## src/rtl/sextium_io_unit_pkg.sv

```systemverilog
// sextium_io_unit_pkg: syscall numbers and io-unit state encodings shared with the controller.
package sextium_io_unit_pkg;
    localparam int SYS_HALT  = 0;
    localparam int SYS_READ  = 1;
    localparam int SYS_WRITE = 2;
    typedef enum logic [2:0] {IDLE, READ_WAIT, WRITE_PUSH, HALT_DRAIN, HALTED, DONE} io_state_t;
endpackage

```

## src/rtl/sextium_io_unit_if.sv

```systemverilog
// sextium_io_unit_if: controller request/result plus input and output word streams of the io unit.
interface sextium_io_unit_if #(parameter int WIDTH = 16);
    logic             runio;
    logic [WIDTH-1:0] acc;
    logic [WIDTH-1:0] dr;
    logic             iobusy;
    logic [WIDTH-1:0] io_result;
    logic             halted;
    logic [WIDTH-1:0] in_data;
    logic             in_valid;
    logic             in_ready;
    logic [WIDTH-1:0] out_data;
    logic             out_valid;
    logic             out_ready;
    modport master (
        output runio, acc, dr, in_data, in_valid, out_ready,
        input  iobusy, io_result, halted, in_ready, out_data, out_valid
    );
    modport slave (
        input  runio, acc, dr, in_data, in_valid, out_ready,
        output iobusy, io_result, halted, in_ready, out_data, out_valid
    );
endinterface

```

## src/rtl/sextium_io_fifo.sv

```systemverilog
// sextium_io_fifo: synchronous FIFO; a push while full is dropped even if a pop happens in the same cycle.
module sextium_io_fifo #(
    parameter int WIDTH = 16,
    parameter int DEPTH = 4
) (
    input  logic             clock,
    input  logic             reset,
    input  logic             i_push,
    input  logic [WIDTH-1:0] i_data,
    input  logic             i_pop,
    output logic             o_full,
    output logic             o_empty,
    output logic [WIDTH-1:0] o_head
);
    localparam int AW = $clog2(DEPTH);
    logic [WIDTH-1:0] r_mem [DEPTH];
    logic [AW-1:0]    r_wr, r_rd;
    logic [AW:0]      r_count;
    logic             w_push, w_pop;
    assign o_full  = r_count == (AW+1)'(DEPTH);
    assign o_empty = r_count == '0;
    assign o_head  = r_mem[r_rd];
    assign w_push  = i_push && !o_full;
    assign w_pop   = i_pop && !o_empty;
    always_ff @(posedge clock) begin
        if (!reset) begin
            r_wr    <= '0;
            r_rd    <= '0;
            r_count <= '0;
        end else begin
            if (w_push) r_wr <= r_wr + 1'b1;
            if (w_pop) r_rd <= r_rd + 1'b1;
            r_count <= r_count + (AW+1)'(w_push) - (AW+1)'(w_pop);
        end
    end
    always_ff @(posedge clock)
        if (w_push) r_mem[r_wr] <= i_data;
endmodule

```

## src/rtl/sextium_io_unit.sv

```systemverilog
// sextium_io_unit: syscall execution unit (HALT/READ/WRITE) driven by the controller's runio/iobusy handshake.
module sextium_io_unit
    import sextium_io_unit_pkg::*;
#(
    parameter int WIDTH     = 16,
    parameter int OUT_DEPTH = 4
) (
    input logic              clock,
    input logic              reset,
    sextium_io_unit_if.slave io
);
    io_state_t        r_state, w_next;
    logic [WIDTH-1:0] r_dr, r_io_result;
    logic             w_push, w_pop, w_full, w_empty;
    always_ff @(posedge clock)
        r_state <= !reset ? IDLE : w_next;
    // Dispatch straight from acc so the syscall state is entered the cycle after the request.
    always_comb begin
        w_next = r_state;
        case (r_state)
            IDLE:       if (io.runio) w_next = io.acc == WIDTH'(SYS_HALT)  ? HALT_DRAIN :
                                               io.acc == WIDTH'(SYS_READ)  ? READ_WAIT  :
                                               io.acc == WIDTH'(SYS_WRITE) ? WRITE_PUSH : DONE;
            READ_WAIT:  if (io.in_valid) w_next = DONE;
            WRITE_PUSH: if (!w_full) w_next = DONE;
            HALT_DRAIN: if (w_empty) w_next = HALTED;
            DONE:       if (!io.runio) w_next = IDLE;
            default:    w_next = r_state;
        endcase
    end
    always_comb begin
        io.iobusy   = r_state == IDLE ? io.runio : r_state != DONE;
        io.in_ready = r_state == READ_WAIT;
        io.halted   = r_state == HALTED;
        w_push      = r_state == WRITE_PUSH && !w_full;
    end
    always_ff @(posedge clock) begin
        if (!reset) begin
            r_dr        <= '0;
            r_io_result <= '0;
        end else begin
            if (r_state == IDLE && io.runio) r_dr <= io.dr;
            if (io.in_ready && io.in_valid) r_io_result <= io.in_data;
        end
    end
    assign w_pop        = io.out_valid && io.out_ready;
    assign io.out_valid = !w_empty;
    assign io.io_result = r_io_result;
    sextium_io_fifo #(.WIDTH(WIDTH), .DEPTH(OUT_DEPTH)) u_fifo (
        .clock  (clock),
        .reset  (reset),
        .i_push (w_push),
        .i_data (r_dr),
        .i_pop  (w_pop),
        .o_full (w_full),
        .o_empty(w_empty),
        .o_head (io.out_data)
    );
endmodule

```

## src/flat_wrapper.sv

```systemverilog
// flat-port wrapper written by rule: the top's interface ports become plain ports
module sextium_io_unit_flat import sextium_io_unit_pkg::*;
#(
    parameter int WIDTH     = 16,
    parameter int OUT_DEPTH = 4
)
  (clock, reset, io_runio, io_acc, io_dr, io_in_data, io_in_valid, io_out_ready, io_iobusy, io_io_result, io_halted, io_in_ready, io_out_data, io_out_valid);
  sextium_io_unit_if #(.WIDTH(WIDTH)) io_i ();
  input logic clock;
  input logic reset;
  input wire logic [$bits(io_i.runio)-1:0] io_runio;
  input wire logic [$bits(io_i.acc)-1:0] io_acc;
  input wire logic [$bits(io_i.dr)-1:0] io_dr;
  input wire logic [$bits(io_i.in_data)-1:0] io_in_data;
  input wire logic [$bits(io_i.in_valid)-1:0] io_in_valid;
  input wire logic [$bits(io_i.out_ready)-1:0] io_out_ready;
  output wire logic [$bits(io_i.iobusy)-1:0] io_iobusy;
  output wire logic [$bits(io_i.io_result)-1:0] io_io_result;
  output wire logic [$bits(io_i.halted)-1:0] io_halted;
  output wire logic [$bits(io_i.in_ready)-1:0] io_in_ready;
  output wire logic [$bits(io_i.out_data)-1:0] io_out_data;
  output wire logic [$bits(io_i.out_valid)-1:0] io_out_valid;
  assign io_i.runio = io_runio;
  assign io_i.acc = io_acc;
  assign io_i.dr = io_dr;
  assign io_i.in_data = io_in_data;
  assign io_i.in_valid = io_in_valid;
  assign io_i.out_ready = io_out_ready;
  assign io_iobusy = io_i.iobusy;
  assign io_io_result = io_i.io_result;
  assign io_halted = io_i.halted;
  assign io_in_ready = io_i.in_ready;
  assign io_out_data = io_i.out_data;
  assign io_out_valid = io_i.out_valid;
  sextium_io_unit #(.WIDTH(WIDTH), .OUT_DEPTH(OUT_DEPTH)) u_core (.clock(clock), .reset(reset), .io(io_i));
endmodule
```

## config.mk

```make
export PLATFORM = sky130hd
export DESIGN_NAME = sextium_io_unit_flat
export DESIGN_NICKNAME = d
export VERILOG_FILES = /design/src/rtl/sextium_io_unit_pkg.sv /design/src/rtl/sextium_io_unit_if.sv /design/src/rtl/sextium_io_fifo.sv /design/src/rtl/sextium_io_unit.sv /design/src/flat_wrapper.sv
export SDC_FILE = /design/constraint.sdc
export NUM_CORES = 1
export LEC_CHECK = 0
export BUFFER_PORTS_ARGS = -buffer_cell sky130_fd_sc_hd__buf_2
export CAP_MARGIN = 10
export CORE_MARGIN = 2
export CORE_UTILIZATION = 50
export DETAILED_ROUTE_END_ITERATION = 12
export PLACE_DENSITY = 0.7
export SETUP_SLACK_MARGIN = 0.5
export SLEW_MARGIN = 20
export SYNTH_ARGS = -nofsm -noshare
export SYNTH_HDL_FRONTEND = slang
export SYNTH_SLANG_ARGS = --single-unit
```

## constraint.sdc

```tcl
create_clock -name clock -period 4.8 [get_ports clock]
set_input_delay 0.96 -clock clock [delete_from_list [all_inputs] [get_ports clock]]
set_output_delay 0.96 -clock clock [all_outputs]
set_load 0.03 [all_outputs]
```

After elaboration in Yosys (flattened, before gate mapping)
Memories as Yosys holds them, arrays and structs flattened. A register that Yosys moved wholly into a read port is not among the register bits.
Cells that the tools add are included.
{"block": "word_totals", "ff_bits": 42, "latch_bits": 0, "ram_bits": 64, "rom_bits": 0, "output_inout_bits": 36, "mem_count": 1, "wordCells": 52}
{"block": "op_classes", "n_bitwise": 0, "mux": 14, "add_sub_neg": 4, "n_shift": 0, "reduce_logical": 13, "n_eq_ne": 14, "multipliers": 0, "n_div": 0, "order_cmp": 0}
{"memory": "u_core.u_fifo.r_mem", "depth": 4, "width": 16, "rd": 1, "rd_ports_with_merged_regs": 1, "wr": 1, "line_no": "sextium_io_fifo.sv:16", "rtl": "logic [WIDTH-1:0] r_mem [DEPTH];"}
{"op": "$mux 3", "n": 8}
{"op": "$eq 16x1->1 const B", "n": 1}
{"op": "$eq 16x2->1 const B", "n": 1}
{"op": "$logic_not 16->1", "n": 1}
{"op": "$pmux 3 s5", "n": 1}
{"op": "$eq 3x3->1 const B", "n": 3}
{"op": "$ne 2x2->1 const B", "n": 4}
{"op": "$eq 3x2->1 const B", "n": 2}
{"op": "$logic_and 1x1->1", "n": 6}
{"op": "$logic_not 3->1", "n": 2}
{"op": "$reduce_and 6->1", "n": 1}
{"op": "$reduce_bool 5->1", "n": 1}
{"op": "$add 2x1->2 const B", "n": 2}
{"op": "$mux 2", "n": 2}
{"op": "$add 3x1->3", "n": 1}
{"op": "$eq 3x1->1 const B", "n": 1}
{"op": "$mux 1", "n": 3}
{"op": "$ne 3x3->1 const B", "n": 1}
{"op": "$sub 3x1->3", "n": 1}
{"op": "$logic_not 1->1", "n": 2}
{"op": "$ne 2x1->1 const B", "n": 1}

Logic depth before layout (Yosys ltp)
Gate-level depths: netlist of the first run.
{"block": "logic_depth", "ltp_word": 6, "mapped_depth": 10, "mapped_depth_nobuf": 9}

By module
A second synthesis of the first run with hierarchy kept.
{"block": "unflattened", "cells_unflattened": 315, "area_unflattened_um2": 4227.8}
{"mod": "sextium_io_fifo", "area_per_inst_um2": 2831.5, "n_inst": 1, "seq_area_each_um2": 2102.0, "cells_each": 135}
{"mod": "sextium_io_unit", "area_per_inst_um2": 1396.3, "n_inst": 1, "seq_area_each_um2": 700.7, "cells_each": 180}

Worst setup path after synthesis of the first run
OpenSTA, ideal clock, no wires.
{"block": "synth_timing", "kind": "input-to-output", "from": "input io_runio", "to": "output io_iobusy", "t_required_ns": 3.840, "stages": 2, "path_slack_ns": 2.147, "arrival_time_ns": 1.693, "cell_sequence": "nor3_1 > o21ai_0"}
{"block": "synth_between", "elab_chain_len": 1}
{"item": "start, declared", "line_no": "flat_wrapper.sv:11", "rtl": "input wire logic [$bits(io_i.runio)-1:0] io_runio;"}
{"item": "$mux 1", "line_no": "sextium_io_unit.sv:32", "rtl": "io.iobusy = r_state == IDLE ? io.runio : r_state != DONE;"}
{"item": "end, declared", "line_no": "flat_wrapper.sv:17", "rtl": "output wire logic [$bits(io_i.iobusy)-1:0] io_iobusy;"}
Every way passes these cells.

==> metrics, run 1 <==
Detailed Routing Iterations Pass 1=4; cell chosen for the clock root=clkbuf_8; per-cell routed wire length=~16 µm; H-tree depth=3; critical path's slowest cell=dfxtp_2; Area growth syn-to-layout=17.1%; final setup violation count=0; shortest clock period the worst path allows after layout=2.83 ns; setup_tns=0 ns; worst-path fanout max=16; proportion of layout cells with a drive suffix above 1=between 30% and 40%; post-synthesis instance area=about 4200 µm²; CORE AREA=between 8000 and 9000 µm²; last weighted congestion value of the routability-driven placer=0.808; sum of routed wire segments on met1=3650 µm; commonest cells after routing, fill and taps aside=buf_2, nand2_1, edfxtp_1; HPWL after detailed placement=around 5600 µm; clock tree from TritonCTS=built; Cell Count, Final, Fillers Out=522; fraction of synthesis flops using an asynchronous set or reset pin=0%; number of flops mapped to enable cells by yosys=64; number of placed instances with taps included=just over 500; # resized after CTS=0; drc violations=0; data arrival time of the critical path=1.87 ns; hold slack final=0.459 ns; number of I/O port buffers=between 80 and 90; skew final=roughly 0.013 ns; met2 wire length=4160 µm; die width=slightly below 100 µm; pin count of the biggest net entering global routing=38; unrepaired setup endpoints after global routing=no; clock input transition at the sequential cells of the worst setup and hold paths=0.11 ns; routed length on met3=459 µm; Syn Inst Count=approximately 330; wire length of the first global-routing pass=13200 µm; required time worst endpoint=~3.8 ns; total CTS buffers=9; average vias per placed instance=5.20; total global routing overflow=0; number of flip-flops and latches in the synthesized netlist=between 100 and 150; top-level port count=89; sequential cell area fraction in the yosys report=between 60 and 70%; PD cells=around 480 nW/µm²; Initial Utilization=around half; Worst Path Buf+Inv=1; net total in the final layout=470; Top Family by Delay on Critical Path=flip-flops; per-instance average area after synthesis=between 10 and 15 µm²; final hold vios=0; Least-Margin Pin Slew=between 0.8 and 0.9 ns; number of rows in the core area=33; Max-cap violations=0; Worst Setup End Kind=output port; Slew headroom=between 40% and 50%; dominant register cell in the synthesized netlist=edfxtp_1; routed via count=2717; total routing usage reported by global routing=around a fifth; Worst-Skew Late Latency=approximately 0.36 ns; final cycle utilization of the critical path=58.9%; leakage=1.85 nW; uppermost layer routed=met5; CP Class=reg2out; synthesized net count=just under 400; number of warnings reported in the yosys synthesis log=0; setup repair bufs after CTS=0; number of clock sinks=~110; outcome=completed; Hold-fix buffers, CTS=0; most common cell after layout, fill and taps aside=buf_2; number of pins with negative max-slew slack in the final report=0; achievable frequency=~350 MHz; vias in the first global route=2744; Worst Setup Start Kind=register; number of antenna violations at the first check in global routing=2; Netlist cell types=44; Initial DRC Count=76; buffers from clock root to sink, at most=2; Filler Cells Inserted=655; cells along the critical path=mux4_2 -> buf_2; number of antenna-violating nets in the routed design=0; class of the most critical hold timing path=reg2reg; floorplan die height=between 90 and 100 µm; total wire length=around 8400 µm; Die Footprint=9230 µm²; peak ir drop on the vdd network=240 µV; delay of the slowest cell on the worst path=roughly 0.73 ns
Yosys cell counts, types with 2 or more instances:
| cell | number | area, µm² |
|---|---|---|
| nand2_1 | 71 | 267 |
| edfxtp_1 | 64 | 1920 |
| dfxtp_1 | 44 | 881 |
| a21oi_1 | 33 | 165 |
| mux4_2 | 16 | 360 |
| clkbuf_1 | 12 | 45.0 |
| nor2_1 | 11 | 41.3 |
| and2_1 | 9 | 56.3 |
| ha_1 | 5 | 62.6 |
| inv_1 | 5 | 18.8 |
| nand2b_1 | 5 | 31.3 |
| buf_2 | 4 | 20.0 |
| o21ai_0 | 4 | 20.0 |
| nor2b_1 | 3 | 18.8 |
| nor4_1 | 3 | 18.8 |
| xnor2_1 | 3 | 26.3 |
| a2111oi_0 | 2 | 17.5 |
| a31oi_1 | 2 | 12.5 |
| nand3_1 | 2 | 10.0 |
| nor3_1 | 2 | 10.0 |
| nor3_2 | 2 | 20.0 |
| or3_1 | 2 | 12.5 |
| xor2_1 | 2 | 17.5 |
final timing paths:
path,slack (ns),from,depth (start not counted),endpoint
max reg2reg,2.25,u_core.r_state[1],9,u_core.u_fifo.r_count[2]
max,1.97,register,2,io_out_data[15]
min reg2reg,0.46,u_core.io.io_result[14],2,u_core.io.io_result[14]
min,0.46,u_core.io.io_result[14],2,u_core.io.io_result[14]
per-layer routing:
metal | global-route usage [%] | vias to the layer above
met5 | 0 | -
met4 | 4.76 | 2
met3 | 5.95 | 9
met2 | 33.6 | 84
met1 | 23.6 | 1271
li1 | - | 1351
metrics by stage:
stage	total power [mW]	utilization, %	setup WS (ns)	area [µm²]
finish	2.38	60.4	1.97	4970
global route	2.51	60.4	1.82	4960
CTS	2.39	60.4	1.53	4960
detailed placement	1.84	57.8	1.93	4750
global placement	1.82	57.8	1.99	4750
floorplan	1.67	-	2.15	4240
where the power goes:
part	switching [mW]	leakage, nW	internal, mW	total [mW]
Clock	0.318	0.105	0.250	0.568
Combinational	0.365	0.792	0.258	0.623
Sequential	0.120	0.948	1.07	1.19
Total	0.803	1.85	1.57	2.38
registers in the layout, indices dropped and copies added (netlist names), named ones only:
register               count
u_core.r_dr               16
u_core.r_state             3
u_core.u_fifo.r_mem       64
u_core.u_fifo.r_rd         2
u_core.io.io_result       16
u_core.u_fifo.r_wr         2
u_core.u_fifo.r_count      3
layout make-up:
| class | instances | area [µm²] | area share, % |
|---|---|---|---|
| well taps | 105 | 131 | 2.65 |
| flip-flops and latches | 108 | 2800 | 56.5 |
| clock inverters | 7 | 85.1 | 1.71 |
| clock buffers | 9 | 124 | 2.49 |
| inverters | 5 | 18.8 | 0.378 |
| diodes | 1 | 2.50 | 0.0504 |
| multi-input cells | 197 | 1350 | 27.1 |
| repair buffers | 90 | 455 | 9.17 |
worst reg2reg max path: stages (launching register included):
cell and delay (ns):
dfxtp_1 0.65, nand2b_1 0.15, nor3_2 0.43, or2_2 0.22, nand2_1 0.06, ha_1 0.19, fa_1 0.38, xnor2_1 0.17
xnor2_1 0.13, nor2_1 0.05
cells by family after synthesis:
family	share of synthesized area (%)
flip-flops	66.1
XOR/XNOR	1.03
AO/OA/AOI/OAI	7.08
multiplexers	8.74
buffers and inverters	2.15
adder cells (fa/ha/maj)	1.95
AND/OR/NAND/NOR	12.9
No activity file was read; power rests on OpenSTA's default activity.
==> inputs of run 2 (changes only) <==
clock period = 2.7 ns   (was 4.8 ns; I/O delays follow)
==> run 2 against run 1 <==
Highest routed layer is now met4. Final area grew 4.6%. Routed wire length rose by 0.13%. Hold slack worse by 0.049 ns. Non-clock buffer count increased by 14. Power grew 85%. Sequential power up 71%.
==> metrics, run 2 (synthesis gave the netlist of run 1 again) <==
Initial DRC Count=112 (+47%); Worst-Skew Late Latency=0.36 ns (about the same); Least-Margin Pin Slew=0.653 ns (-0.208 ns); final cycle utilization of the critical path=between 70% and 80%; proportion of layout cells with a drive suffix above 1=34.7% (+4.1 points); shortest clock period the worst path allows after layout=between 2 and 2.5 ns; required time worst endpoint=2.16 ns (-1.68 ns); number of I/O port buffers=88 (unchanged); fraction of power consumed by the clock network=20.2% (-3.7 points); net switching fraction of the power=33.7% (-0.074 points); floorplan die height=96.1 µm (unchanged); pin count of the biggest net entering global routing=29 (-24%); skew final=0.0131 ns (-0.0000834 ns); pre-CTS setup slack=0.432 ns (-1.50 ns); Slew headroom=56.3% (+14 points); number of pins with negative max-slew slack in the final report=0 (unchanged); PD cells=849 nW/µm² (+77%); number of antenna violations at the first check in global routing=0 (-2); clock input transition at the sequential cells of the worst setup and hold paths=0.11 ns (about the same); Initial Utilization=51.6% (unchanged); Placed Instance Area=4820 µm² (+1.4%); Comb pwr share=33.6% (+7.4 points); number of antenna-violating nets in the routed design=0 (unchanged); setup_tns=0 ns (unchanged); average vias per placed instance=5.27 (+1.2%); buffers from clock root to sink, at most=2 (unchanged); H-tree depth=3 (unchanged); wire length of the first global-routing pass=13100 µm (-0.58%); outcome=completed; top register by number of flip-flops=u_core.u_fifo.r_mem; total global routing overflow=0 (unchanged); routed via count=2817 (+3.7%); Area growth syn-to-layout=22.6%; vias in the first global route=2655 (-3.2%); worst-path fanout max=8 (-8); final cell utilization of the core=63.2% (+2.8 points); die width=96.1 µm (unchanged); CP Class=reg2out; final hold vios=0 (unchanged); top-level port count=89 (unchanged); total CTS buffers=9 (unchanged); unrepaired setup endpoints after global routing=yes; last weighted congestion value of the routability-driven placer=0.821 (+1.6%); number of antenna cells inserted=0 (-1); total wire length=8370 µm (+0.13%); cell chosen for the clock root=clkbuf_8; final cell area excluding filler cells=5200 µm² (+4.6%); Filler Cells Inserted=642 (-2.0%); share of total power in sequential cells=46.2% (-3.7 points); CORE AREA=8220 µm² (unchanged); peak ir drop on the vdd network=412 µV (+72%); Max-cap violations=0 (unchanged); max reg flops=64 (unchanged); class of the most critical hold timing path=in2reg; number of placed instances with taps included=514 (+1.8%); Worst Setup End Kind=output port; commonest cells after routing, fill and taps aside=buf_2, nand2_1, edfxtp_1; Worst Setup Start Kind=register; HPWL after detailed placement=5490 µm (-2.1%); number of clock sinks=108 (unchanged); register-to-register setup slack=0.60 ns (-1.65 ns); Cell Count, Final, Fillers Out=535 (+2.5%); clock tree from TritonCTS=built; leakage=1.95 nW (+5.9%); most common cell after layout, fill and taps aside=buf_2; drc violations=0 (unchanged); post-layout total power=4.41 mW (+85%); net total in the final layout=484 (+3.0%); Final Worst Setup Slack=0.543 ns (-1.43 ns); Detailed Routing Iterations Pass 1=4 (unchanged); number of rows in the core area=33 (unchanged); cell internal power dissipation=2.92 mW (+86%); Die Footprint=9230 µm² (unchanged); per-cell routed wire length=15.6 µm (-2.3%); hold slack final=0.410 ns (-0.0494 ns); switching pwr=1.49 mW (+85%); data arrival time of the critical path=1.62 ns (-0.25 ns); final setup violation count=0 (unchanged); achievable frequency=approximately 460 MHz; total routing usage reported by global routing=19.1% (-0.28 points)
-- run 2: changes by cell type in the layout (fill, tap and decap cells not counted), sizes merged --
cell	previous run	this run
buf	90	104
bufinv	1	0
clkbuf	9	10
clkinv	4	3
clkinvlp	0	1
diode	1	0
-- run 2: layer usage --
layer	vias up	GRT usage (%)	routed length (µm)	part of all wire [%]
li1	1373	-	-	-
met1	1340	23.4	3530	42
met2	93	33.1	4200	50
met3	11	5.01	559	6.7
met4	0	5.95	89	1.1
met5	-	0	0	0
-- run 2: final timing paths --
check	from	end	cells after the start
setup / recovery	register	io_out_data[6]	3
hold reg to reg	u_core.io.io_result[5]	u_core.io.io_result[5]	2
setup reg to reg	u_core.u_fifo.r_count[1]	u_core.u_fifo.r_count[2]	9
hold / removal	io_dr[10]	u_core.r_dr[10]	3
-- run 2: critical path, cell delays in order (launching register included) --
cell,delay (ns)
dfxtp_4,0.42
buf_12,0.15
mux4_2,0.52
buf_6,0.16
-- run 2: power groups by stage --
stage,Combinational [mW],Clock (mW),Sequential (mW)
after floorplan,0.897,0,2.07
after global placement,1.26,0,2.02
after detailed placement,1.27,0,2.04
after CTS,1.34,0.910,2.02
after global routing,1.60,0.971,2.06
final,1.48,0.891,2.04
-- run 2: area by class of cell --
type                            instances  area, µm²  share of cell area, %
Sequential cell                       108       2820                   54.2
Clock inverter                          6       48.8                  0.939
Tap cell                              105        131                   2.53
Clock buffer                           10        128                   2.46
Inverter                                5       18.8                  0.361
Timing Repair Buffer                  104        671                   12.9
Multi-Input combinational cell        197       1380                   26.6
-- run 2: repair_timing --
item | CTS | global route
setup buffers | 1 | 3
pin swaps | 1 | 5
gates resized for setup | 9 | 48
gates cloned | 1 | 0
endpoints found under the setup margin | 18 | 15
hold buffers | 0 | 0
==> inputs of run 3 (changes only) <==
CORE_UTILIZATION = 49   (was 50)
PLACE_DENSITY = 0.72   (was 0.7)
clock period = 1.9 ns   (was 2.7 ns; I/O delays follow)
==> run 3 against run 2 <==
The flow now finishes with violations (negative setup slack). Count of clock-buffer cells in the layout decreased by 1. Combinational power increased by 100%. Cell count increased by 5.6%. Sequential share of layout area decreased by 5.9 points. Largest cell class unchanged. Highest routed layer unchanged. Power increased by 64%. Largest power group is now combinational cells. Via count increased by 8.5%. Routed wire length increased by 18%. Register-to-register slack got worse by 0.68 ns.
==> metrics, run 3 (synthesis gave the netlist of run 1 again) <==
Area growth syn-to-layout=37.7%; Slew headroom=65.7% (+9.4 points); PD cells=1240 nW/µm² (+46%); leakage=2.20 nW (+13%); met2 wire length=5060 µm (+21%); die width=97.0 µm (+0.97%); sum of routed wire segments on met1=4020 µm (+14%); total routing usage reported by global routing=20.7% (+1.7 points); outcome=complete, but fails checks; number of antenna-violating nets in the routed design=0 (unchanged); number of clock sinks=108 (unchanged); per-cell routed wire length=17.5 µm (+12%); total wire length=9860 µm (+18%); number of antenna violations at the first check in global routing=0 (unchanged); HPWL after detailed placement=5430 µm (-1.1%); class of the most critical hold timing path=in2reg; hold slack final=0.242 ns (-0.168 ns); Initial Utilization=51.1% (-0.51 points); proportion of layout cells with a drive suffix above 1=48.9% (+14 points); clock tree from TritonCTS=built; wire length of the first global-routing pass=15200 µm (+16%); routed via count=3057 (+8.5%); unrepaired setup endpoints after global routing=yes; CP Class=reg2out; final setup violation count=17 (+17); average vias per placed instance=5.41 (+2.8%); Detailed Routing Iterations Pass 1=4 (unchanged); CORE AREA=8300 µm² (+1.0%); peak ir drop on the vdd network=785 µV (+91%); cell chosen for the clock root=clkbuf_8; last weighted congestion value of the routability-driven placer=0.766 (-6.7%); floorplan die height=97.0 µm (+0.97%); top register by number of flip-flops=u_core.u_fifo.r_mem; drc violations=0 (unchanged); pin count of the biggest net entering global routing=40 (+38%); top-level port count=89 (unchanged); Worst-Skew Late Latency=0.36 ns (about the same); post-layout total power=7.22 mW (+64%); Least-Margin Pin Slew=0.509 ns (-0.144 ns); data arrival time of the critical path=1.63 ns (about the same); routed length on met3=655 µm (+17%); Max-cap violations=0 (unchanged); number of pins with negative max-slew slack in the final report=0 (unchanged); max reg flops=64 (unchanged); total CTS buffers=9 (unchanged); most common cell after layout, fill and taps aside=buf_2; achievable frequency=about 500 MHz; H-tree depth=3 (unchanged); net total in the final layout=514 (+6.2%); Die Footprint=9410 µm² (+2.0%); worst-path fanout max=8 (unchanged); commonest cells after routing, fill and taps aside=buf_2, edfxtp_1, nand2_1; Worst Setup End Kind=output port; shortest clock period the worst path allows after layout=about 2.0 ns; total global routing overflow=0 (unchanged); final cycle utilization of the critical path=106%; clock input transition at the sequential cells of the worst setup and hold paths=0.11 ns (about the same); final cell utilization of the core=70.3% (+7.1 points); violated checks=negative setup slack; Worst Setup Start Kind=register; Final Worst Setup Slack=-0.112 ns (-0.655 ns); uppermost layer routed=met4; vias in the first global route=3055 (+15%); Initial DRC Count=113 (+0.89%); required time worst endpoint=1.52 ns (-0.64 ns); final hold vios=0 (unchanged); skew final=0.00879 ns (-0.00434 ns); number of antenna cells inserted=0 (unchanged); number of rows in the core area=33 (unchanged); number of I/O port buffers=88 (unchanged); Hold-fix buffers, CTS=0 (unchanged); buffers from clock root to sink, at most=2 (unchanged)
==> run 3: cell count changes in the layout (fill, tap and decap cells not counted), moves of 3 or more <==
| cell | before | now |
|---|---|---|
| buf_6 | 12 | 37 |
| nand2_1 | 70 | 52 |
| nand2_2 | 0 | 17 |
| and2_4 | 0 | 12 |
| and2_1 | 9 | 1 |
| buf_2 | 75 | 68 |
| buf_8 | 0 | 4 |
| dfxtp_2 | 1 | 4 |
| nor3_4 | 0 | 3 |
==> run 3: routing by layer <==
metal | track usage, % | vias up
li1 | - | 1438
met1 | 25.1 | 1488
met2 | 36.4 | 119
met3 | 5.06 | 12
met4 | 6.83 | 0
met5 | 0 | -
==> run 3: final timing paths <==
| check | to | slack [ns] | depth (start not counted) | startpoint |
|---|---|---|---|---|
| max | io_out_data[9] | -0.11 | 3 | register |
| min | u_core.r_dr[4] | 0.24 | 3 | io_dr[4] |
| max reg2reg | u_core.u_fifo.r_count[2] | -0.08 | 9 | u_core.u_fifo.r_count[2] |
| min reg2reg | u_core.io.io_result[8] | 0.46 | 2 | u_core.io.io_result[8] |
==> run 3: cell type report <==
cell class | count | area, µm²
Fill cell | 535 | 2460
Multi-Input combinational cell | 201 | 1640
Inverter | 5 | 18.8
Sequential cell | 108 | 2820
Clock buffer | 9 | 124
Tap cell | 105 | 131
Clock inverter | 7 | 58.8
Timing Repair Buffer | 130 | 1040
==> run 3: repair_timing <==
| action | in CTS | in global routing |
|---|---|---|
| buffers inserted | 15 | 1 |
| endpoints found under the setup margin | 106 | 125 |
| gates cloned | 7 | 2 |
| endpoints found under the hold margin | 0 | 0 |
| pin swaps | 22 | 11 |
| resized for setup | 93 | 33 |
==> run 3: where the power goes <==
group          leakage [nW]  switching [mW]  internal [mW]
Sequential            0.951           0.166           2.71
Clock                0.0978           0.813          0.503
Combinational          1.15            1.50           1.53
Total                  2.20            2.48           4.74
==> run 3: worst max-delay path, stage by stage, from the launching register on <==
cell	delay (ns)
dfxtp_4	0.42
buf_12	0.15
mux4_2	0.54
buf_6	0.16
==> run 3: metrics by stage <==
stage | area (µm²) | instances | setup slack [ns] | setup TNS (ns)
after floorplan | 4350 | 327 | -0.151 | -0.151
after global placement | 4980 | 524 | -0.0530 | -0.0530
after detailed placement | 4980 | 524 | -0.101 | -0.101
after CTS | 5680 | 562 | -0.114 | -1.57
after global routing | 5840 | 565 | -0.177 | -2.53
final | 5840 | 565 | -0.112 | -1.34
